===== src/rtl/bnn_resp_tx.sv =====
// bnn_resp_tx: buffered 8N1 UART transmitter with RTS flow control.
// Bytes from the BNN controller are queued in a small FIFO and sent LSB
// first once the host signals it is ready to receive.
//
// state | meaning
// IDLE  | line high; waiting for a queued byte and rts_sync high
// START | start bit (low) for CLKS_PER_BIT cycles
// DATA  | eight data bits, LSB first, CLKS_PER_BIT cycles each
// STOP  | stop bit (high) for CLKS_PER_BIT cycles
module bnn_resp_tx #(
  parameter int CLKS_PER_BIT = 868,
  parameter int FIFO_DEPTH   = 4
) (
  input  logic                          clk,
  input  logic                          rst,
  input  logic [7:0]                    data_in,
  input  logic                          data_valid,
  output logic                          data_ready,
  input  logic                          uart_rts,
  output logic                          uart_tx,
  output logic                          busy,
  output logic [$clog2(FIFO_DEPTH):0]   fifo_count
);

  localparam int AW = $clog2(FIFO_DEPTH);
  localparam int CW = AW + 1;
  localparam int BW = $clog2(CLKS_PER_BIT);

  typedef enum logic [1:0] {IDLE, START, DATA, STOP} state_t;

  state_t          state_q, state_d;
  logic [BW-1:0]   baud_q, baud_d;
  logic [2:0]      bit_q, bit_d;
  logic [7:0]      shift_q, shift_d;
  logic            tx_q, tx_d;
  logic            busy_q, busy_d;
  logic            rts_meta, rts_sync;
  logic [7:0]      mem [FIFO_DEPTH];
  logic [AW-1:0]   wr_ptr, rd_ptr;
  logic [CW-1:0]   count_q;
  logic            push, pop, baud_end;

  // data_ready depends only on the registered occupancy, never on inputs.
  assign data_ready = (count_q != CW'(FIFO_DEPTH));
  assign push       = data_valid && data_ready;
  assign baud_end   = (baud_q == BW'(CLKS_PER_BIT - 1));
  assign fifo_count = count_q;
  assign uart_tx    = tx_q;
  assign busy       = busy_q;

  // Two-flop synchroniser for the asynchronous host RTS line.
  always_ff @(posedge clk or negedge rst) begin
    if (!rst) begin
      rts_meta <= 1'b0;
      rts_sync <= 1'b0;
    end else begin
      rts_meta <= uart_rts;
      rts_sync <= rts_meta;
    end
  end

  // Queue storage; contents need no reset because the count gates every read.
  always_ff @(posedge clk) begin
    if (push) mem[wr_ptr] <= data_in;
  end

  // Queue pointers and occupancy; a push and pop together leave count alone.
  always_ff @(posedge clk or negedge rst) begin
    if (!rst) begin
      wr_ptr  <= '0;
      rd_ptr  <= '0;
      count_q <= '0;
    end else begin
      if (push) wr_ptr <= wr_ptr + 1'b1;
      if (pop)  rd_ptr <= rd_ptr + 1'b1;
      case ({push, pop})
        2'b10:   count_q <= count_q + 1'b1;
        2'b01:   count_q <= count_q - 1'b1;
        default: count_q <= count_q;
      endcase
    end
  end

  // FSM state, counters, shifter and registered line outputs.
  always_ff @(posedge clk or negedge rst) begin
    if (!rst) begin
      state_q <= IDLE;
      baud_q  <= '0;
      bit_q   <= '0;
      shift_q <= '0;
      tx_q    <= 1'b1;
      busy_q  <= 1'b0;
    end else begin
      state_q <= state_d;
      baud_q  <= baud_d;
      bit_q   <= bit_d;
      shift_q <= shift_d;
      tx_q    <= tx_d;
      busy_q  <= busy_d;
    end
  end

  // Next-state logic; line outputs are decoded from the next state so they
  // change on the same edge as the state register.
  always_comb begin
    state_d = state_q;
    baud_d  = baud_q;
    bit_d   = bit_q;
    shift_d = shift_q;
    pop     = 1'b0;
    tx_d    = 1'b1;
    busy_d  = 1'b0;

    case (state_q)
      IDLE: begin
        // RTS is only consulted here, so a frame in flight always completes.
        if ((count_q != '0) && rts_sync) begin
          pop     = 1'b1;
          shift_d = mem[rd_ptr];
          baud_d  = '0;
          bit_d   = '0;
          state_d = START;
        end
      end
      START: begin
        if (baud_end) begin
          baud_d  = '0;
          bit_d   = '0;
          state_d = DATA;
        end else begin
          baud_d = baud_q + 1'b1;
        end
      end
      DATA: begin
        if (baud_end) begin
          baud_d  = '0;
          shift_d = {1'b0, shift_q[7:1]};
          if (bit_q == 3'd7) state_d = STOP;
          else               bit_d   = bit_q + 1'b1;
        end else begin
          baud_d = baud_q + 1'b1;
        end
      end
      STOP: begin
        if (baud_end) begin
          baud_d  = '0;
          state_d = IDLE;
        end else begin
          baud_d = baud_q + 1'b1;
        end
      end
      default: state_d = IDLE;
    endcase

    busy_d = (state_d != IDLE);
    case (state_d)
      START:   tx_d = 1'b0;
      DATA:    tx_d = shift_d[0];
      default: tx_d = 1'b1;
    endcase
  end

endmodule

===== config.mk =====
export PLATFORM = sky130hd
export DESIGN_NAME = bnn_resp_tx
export DESIGN_NICKNAME = d
export VERILOG_FILES = /design/src/rtl/bnn_resp_tx.sv
export SDC_FILE = /design/constraint.sdc
export NUM_CORES = 1
export LEC_CHECK = 0
export ABC_CLOCK_PERIOD_IN_PS = 3100
export BUFFER_PORTS_ARGS = -buffer_cell sky130_fd_sc_hd__buf_2
export CORE_ASPECT_RATIO = 0.6
export CORE_MARGIN = 8
export CORE_UTILIZATION = 53
export DETAILED_ROUTE_END_ITERATION = 8
export GPL_ROUTABILITY_DRIVEN = 0
export PLACE_DENSITY = 0.69
export SLEW_MARGIN = 30
export SYNTH_ARGS = -nofsm -noshare
export SYNTH_HDL_FRONTEND = slang
export SYNTH_SLANG_ARGS = --single-unit

===== constraint.sdc =====
create_clock -name clk -period 3.1 [get_ports clk]
set_input_delay 0.155 -clock clk [delete_from_list [all_inputs] [get_ports clk]]
set_output_delay 0.155 -clock clk [all_outputs]
set_load 0.03 [all_outputs]

; ---- Yosys cells after proc, flatten, opt, wreduce, memory -nomap -nowiden
; Memories as Yosys holds them, arrays and structs flattened.
; Cells that the tools add are included.
[classes]
muxes = 23
eq_ne = 14
add_sub_neg = 6
reduce_logical = 11
[op_table]
columns = operator, n
row1 = $mux 10, 2
row2 = $pmux 10 s2, 1
row3 = $mux 8, 2
row4 = $pmux 8 s2, 1
row5 = $mux 3, 4
row6 = $add 10x1->10 const B, 1
row7 = $eq 10x10->1 const B, 1
row8 = $mux 2, 5
row9 = $pmux 3 s3, 1
row10 = $eq 2x2->1 const B, 4
row11 = $ne 2x2->1 const B, 4
row12 = $pmux 2 s4, 1
row13 = $add 3x1->3 const B, 2
row14 = $eq 2x1->1 const B, 3
row15 = $pmux 3 s2, 1
row16 = $reduce_bool 2->1, 3
row17 = $reduce_bool 3->1, 2
row18 = $reduce_and 5->1, 1
row19 = $add 2x1->2 const B, 2
row20 = $mux 1, 4
row21 = $eq 3x3->1 const B, 1
row22 = $ne 3x3->1 const B, 1
row23 = $reduce_and 3->1, 1
row24 = $reduce_or 3->1, 1
row25 = 4 further kinds, 5
[totals]
word_cells = 67
regBits = 34
out_inout_bits = 6
ramBits = 32
input_bits = 12
mem_count = 1
[memory_table]
columns = memory, depth, width, rd, rd_ports_with_merged_regs, write_ports, line
row1 = mem, 4, 8, 1, 0, 1, 38  ; logic [7:0] mem [FIFO_DEPTH];

; ---- Logic depth before layout (Yosys ltp)
[depth]
depth_word = 6
mapped_depth = 11
depth_no_buf = 10

; ---- Least setup slack after synthesis
; No wires, ideal clock.
[synth_path]
path_type = register to register
from = register count_q[0] (netlist: fifo_count[0])
to = register count_q[2] (netlist: fifo_count[2])
arrival_ns = 2.307
synth_period_minus_slack_ns = 2.388
setup_time_ns = 0.080
slack_ns = 0.712
stages_incl_launch_ff = 11
required_ns = 3.020
cell_sequence = dfrtp_1 > inv_1 > nand3_1 > and2_1 > inv_1 > ha_1 > inv_1 > fa_1 > xor2_1 > nor2_1 > xor2_1
[synth_rtl]
columns = element, line
row1 = "start, declared", 40  ; logic [CW-1:0] count_q;
row2 = "start signal, assigned", 77  ; 2'b10: count_q <= count_q + 1'b1;
row3 = "start signal, assigned", 78  ; 2'b01: count_q <= count_q - 1'b1;
row4 = "start signal, assigned", 79  ; default: count_q <= count_q;
row5 = $ne 3x3->1 (*), 44  ; assign data_ready = (count_q != CW'(FIFO_DEPTH));
row6 = named net data_ready, 18  ; output logic data_ready,
row7 = $logic_and 1x1->1 (*), 45  ; assign push = data_valid && data_ready;
row8 = $eq 2x1->1 / $eq 2x2->1 (equally long branches), 76  ; case ({push, pop})
row9 = $pmux 3 s2 / $reduce_bool 2->1 (equally long branches), -
; The timed path passes the listed nets; every way through them passes the cells marked *.
; A chain may end at the register's enable or synchronous reset.

; ---- Final worst setup path
[layout_path]
from = register state_q[1]
to = register count_q[2] (netlist: fifo_count[2])
[layout_between]
elab_chain_cells = 4
[layout_rtl]
columns = element, line
row1 = "start, declared", 31  ; state_t state_q, state_d;
row2 = "start signal, assigned", 94  ; state_q <= state_d;
row3 = $logic_not 2->1 (*), 114  ; case (state_q)
row4 = $mux 1 (*), 114
row5 = $eq 2x1->1 / $eq 2x2->1 (equally long branches), 76
row6 = $pmux 3 s2 / $reduce_bool 2->1 (equally long branches), -
; Every way passes the cells marked *; elsewhere a longest branch is shown, timed or not.

==> out/metrics.cfg <==
[placed_design]
post_dp_cell_area_mm2 = 0.003093
dpl_worst_slack_ps = 634.4
place_hpwl_um = 3636
port_buffers = 17
dp.cells = 280

[synthesis]
synthAdderAreaFrac = 0.04015
muxShareOfSynthArea = 0.08992
ys_seq_area_frac = 0.6060
synthTopCellsByArea = edfxtp_1, dfrtp_1, mux4_1
synth_nets = 225
synth_top_area_cell = edfxtp_1
syn_inst = 204
synth_top_family_by_area = compound AO/OA/AOI/OAI gates
synth-compound-area-share = 0.1020
yosys_warnings = 0
syn_avg_cell_area_um2 = 14.66
synth_xor_area_frac = 0.02635
synth.cell_area_mm2 = 0.002992
synthDistinctLibCells = 47
synthFlopType = dfrtp_1
yosys.area.top_type_share = 0.3212
synth-simple-area-share = 0.09703
ys_ff_latch = 66
synth_edf_count = 32
synthArstFlopShare = 0.5152

[sta]
period_share = 0.8041
tightest_slew_ps = 775.5
relSlewSlack = 0.4830
setup_ws_ps = 607.2
hold_violations = 0
setup_viol = 0
fmax_mhz = 401.2
rsz0062_at_grt = no
drv_slew = 0
finClkSkew_ps = 6.528
fin_tns_setup_ps = 0
period_needed_ps = 2493

[power_and_ir_drop]
powerDensity_mw_per_mm2 = 857.5
peakVddDrop_uv = 432.8
power.leakage_nw = 1.395

[final_layout]
fin_area_mm2 = 0.003353
area_growth_pct = 12.09
final_util = 0.6077
drive_above_1_share = 0.2052
final_common_cell = dfrtp_1
diodes = 0
nNetsFinal = 245
instances_no_fill = 298
final_cell_mix = dfrtp_1, edfxtp_1, buf_2

[critical_path]
cp-start-kind = flip-flop
reg2reg_depth = 9
crit_arrival_ps = 2760
path_max_fanout = 14
endpoint_kind = flip-flop
critPathKind = flip-flop to flip-flop
required_ps = 3370

[grt]
grt_pass1_wl_um = 8687
grt_usage = 0.1385
grt-ovfl-total = 0
antenna_found_initial = 0
grt_start_max_net_pins = 35
grt_pass1_vias = 1698

[clocking]
clock-sinks = 66
clk_pin_slew_ps = 70
htreeDepth = 3
worstSkewPairLatency_ps = 340
cts_tree = built
clk_path_buf_depth = 2
post_cts_buffers = 0
clock-root-buffer = clkbuf_8
cts_buffers = 9

[routing]
wl_per_cell_um = 17.29
wirelength_um = 5153
drt_iter0_drc = 95
route.detailed.drc = 0
vias = 1689
drt_first_pass_iters = 4
drtAntennaViolNets = 0
via_per_inst = 5.668

[floorplan]
start_util = 0.5422
die_h_um = 74.20
die_w_um = 113.0
io_pins = 18
core-area_mm2 = 0.005518
die_area_mm2 = 0.008383
rows = 21

[run_status]
status = finished, final reports clean

[hold_path]
hp-class = input port to flip-flop
min_path_cells = 1

[job]
cap_violations = 0

[logic make-up after synthesis]
kind of cell / after synthesis
flip-flops: 66
AND/OR/NAND/NOR: 44
AO/OA/AOI/OAI: 40
buffers and inverters: 22
multiplexers: 14
XOR/XNOR: 9
adder cells (fa/ha/maj): 9
[final cells by class]
cell class / count / area, µm²
Clock buffer: 9 / 123.9
Fill cell: 424 / 2165
Clock inverter: 7 / 116.4
Timing Repair Buffer: 19 / 105.1
Inverter: 12 / 45.04
Sequential cell: 66 / 1813
Tap cell: 69 / 86.33
Multi-Input combinational cell: 116 / 1064
[power breakdown]
group	switching [W]	internal, W
Clock	0.000326	0.000534
Combinational	0.000356	0.000322
Sequential	0.000184	0.00115
Total	0.000865	0.00201
[timing repair]
action	CTS	global route
endpoints found under the hold margin	34	0
hold buffers	2	0
gates resized for setup	0	0
[per-stage QoR]
stage               hold slack, ps  total power [W]
floorplan                   -140.6         0.001862
detailed placement           264.3         0.002039
global placement             262.7         0.002024
CTS                          13.45         0.002908
global route                 19.63         0.003037
finish                       25.70         0.002875
[synth_stat cells (all sizes together) (4+ instances only)]
cell type,count
dfrtp,33
edfxtp,32
inv,12
a22o,11
buf,9
ha,8
mux4,8
nand2,8
nand3,8
a21o,7
o21ai,7
xnor2,7
a21oi,6
and3,6
mux2i,4
nand4,4
nor2,4
[path summary, 6_finish.rpt]
check,start,endpoint,slack (ps)
min in group asynchronous,rst,baud_q[1]$_DFFE_PN0P_,430
worst max-delay path,state_q[1]$_DFF_PN0_,fifo_count[2]$_DFFE_PN0P_,610
worst max register to register,state_q[1]$_DFF_PN0_,fifo_count[2]$_DFFE_PN0P_,610
max in group asynchronous,rst,busy$_DFF_PN0_,2190
worst min register to register,rts_meta$_DFF_PN0_,rts_sync$_DFF_PN0_,350
worst min-delay path,data_in[3],mem[1][3]$_DFFE_PP_,30
[sequential cells by signal (all words and copies together), names as in the netlist, 2 cells and up]
signal / flops
baud_q: 10
bit_q: 3
fifo_count: 3
mem: 32
rd_ptr: 2
shift_q: 8
state_q: 2
wr_ptr: 2
[critical path: stages, from the launching register on]
cell     delay, ps
dfrtp_1        490
nor2_2         280
nand2_2        120
inv_1          400
ha_1           280
inv_1           60
fa_1           370
xor2_1         150
nor2_1         110
xor2_1         150
[routing by layer]
| layer | routed length (µm) | share of wire | GRT usage | up-vias |
|---|---|---|---|---|
| li1 | - | - | - | 813 |
| met2 | 2113 | 0.41 | 0.1860 | 37 |
| met4 | 19 | 0.0037 | 0.05718 | 0 |
| met5 | 0 | 0 | 0 | - |
| met1 | 2672 | 0.52 | 0.1901 | 837 |
| met3 | 348 | 0.068 | 0.06078 | 2 |
Power figures use the tool's default switching activity.
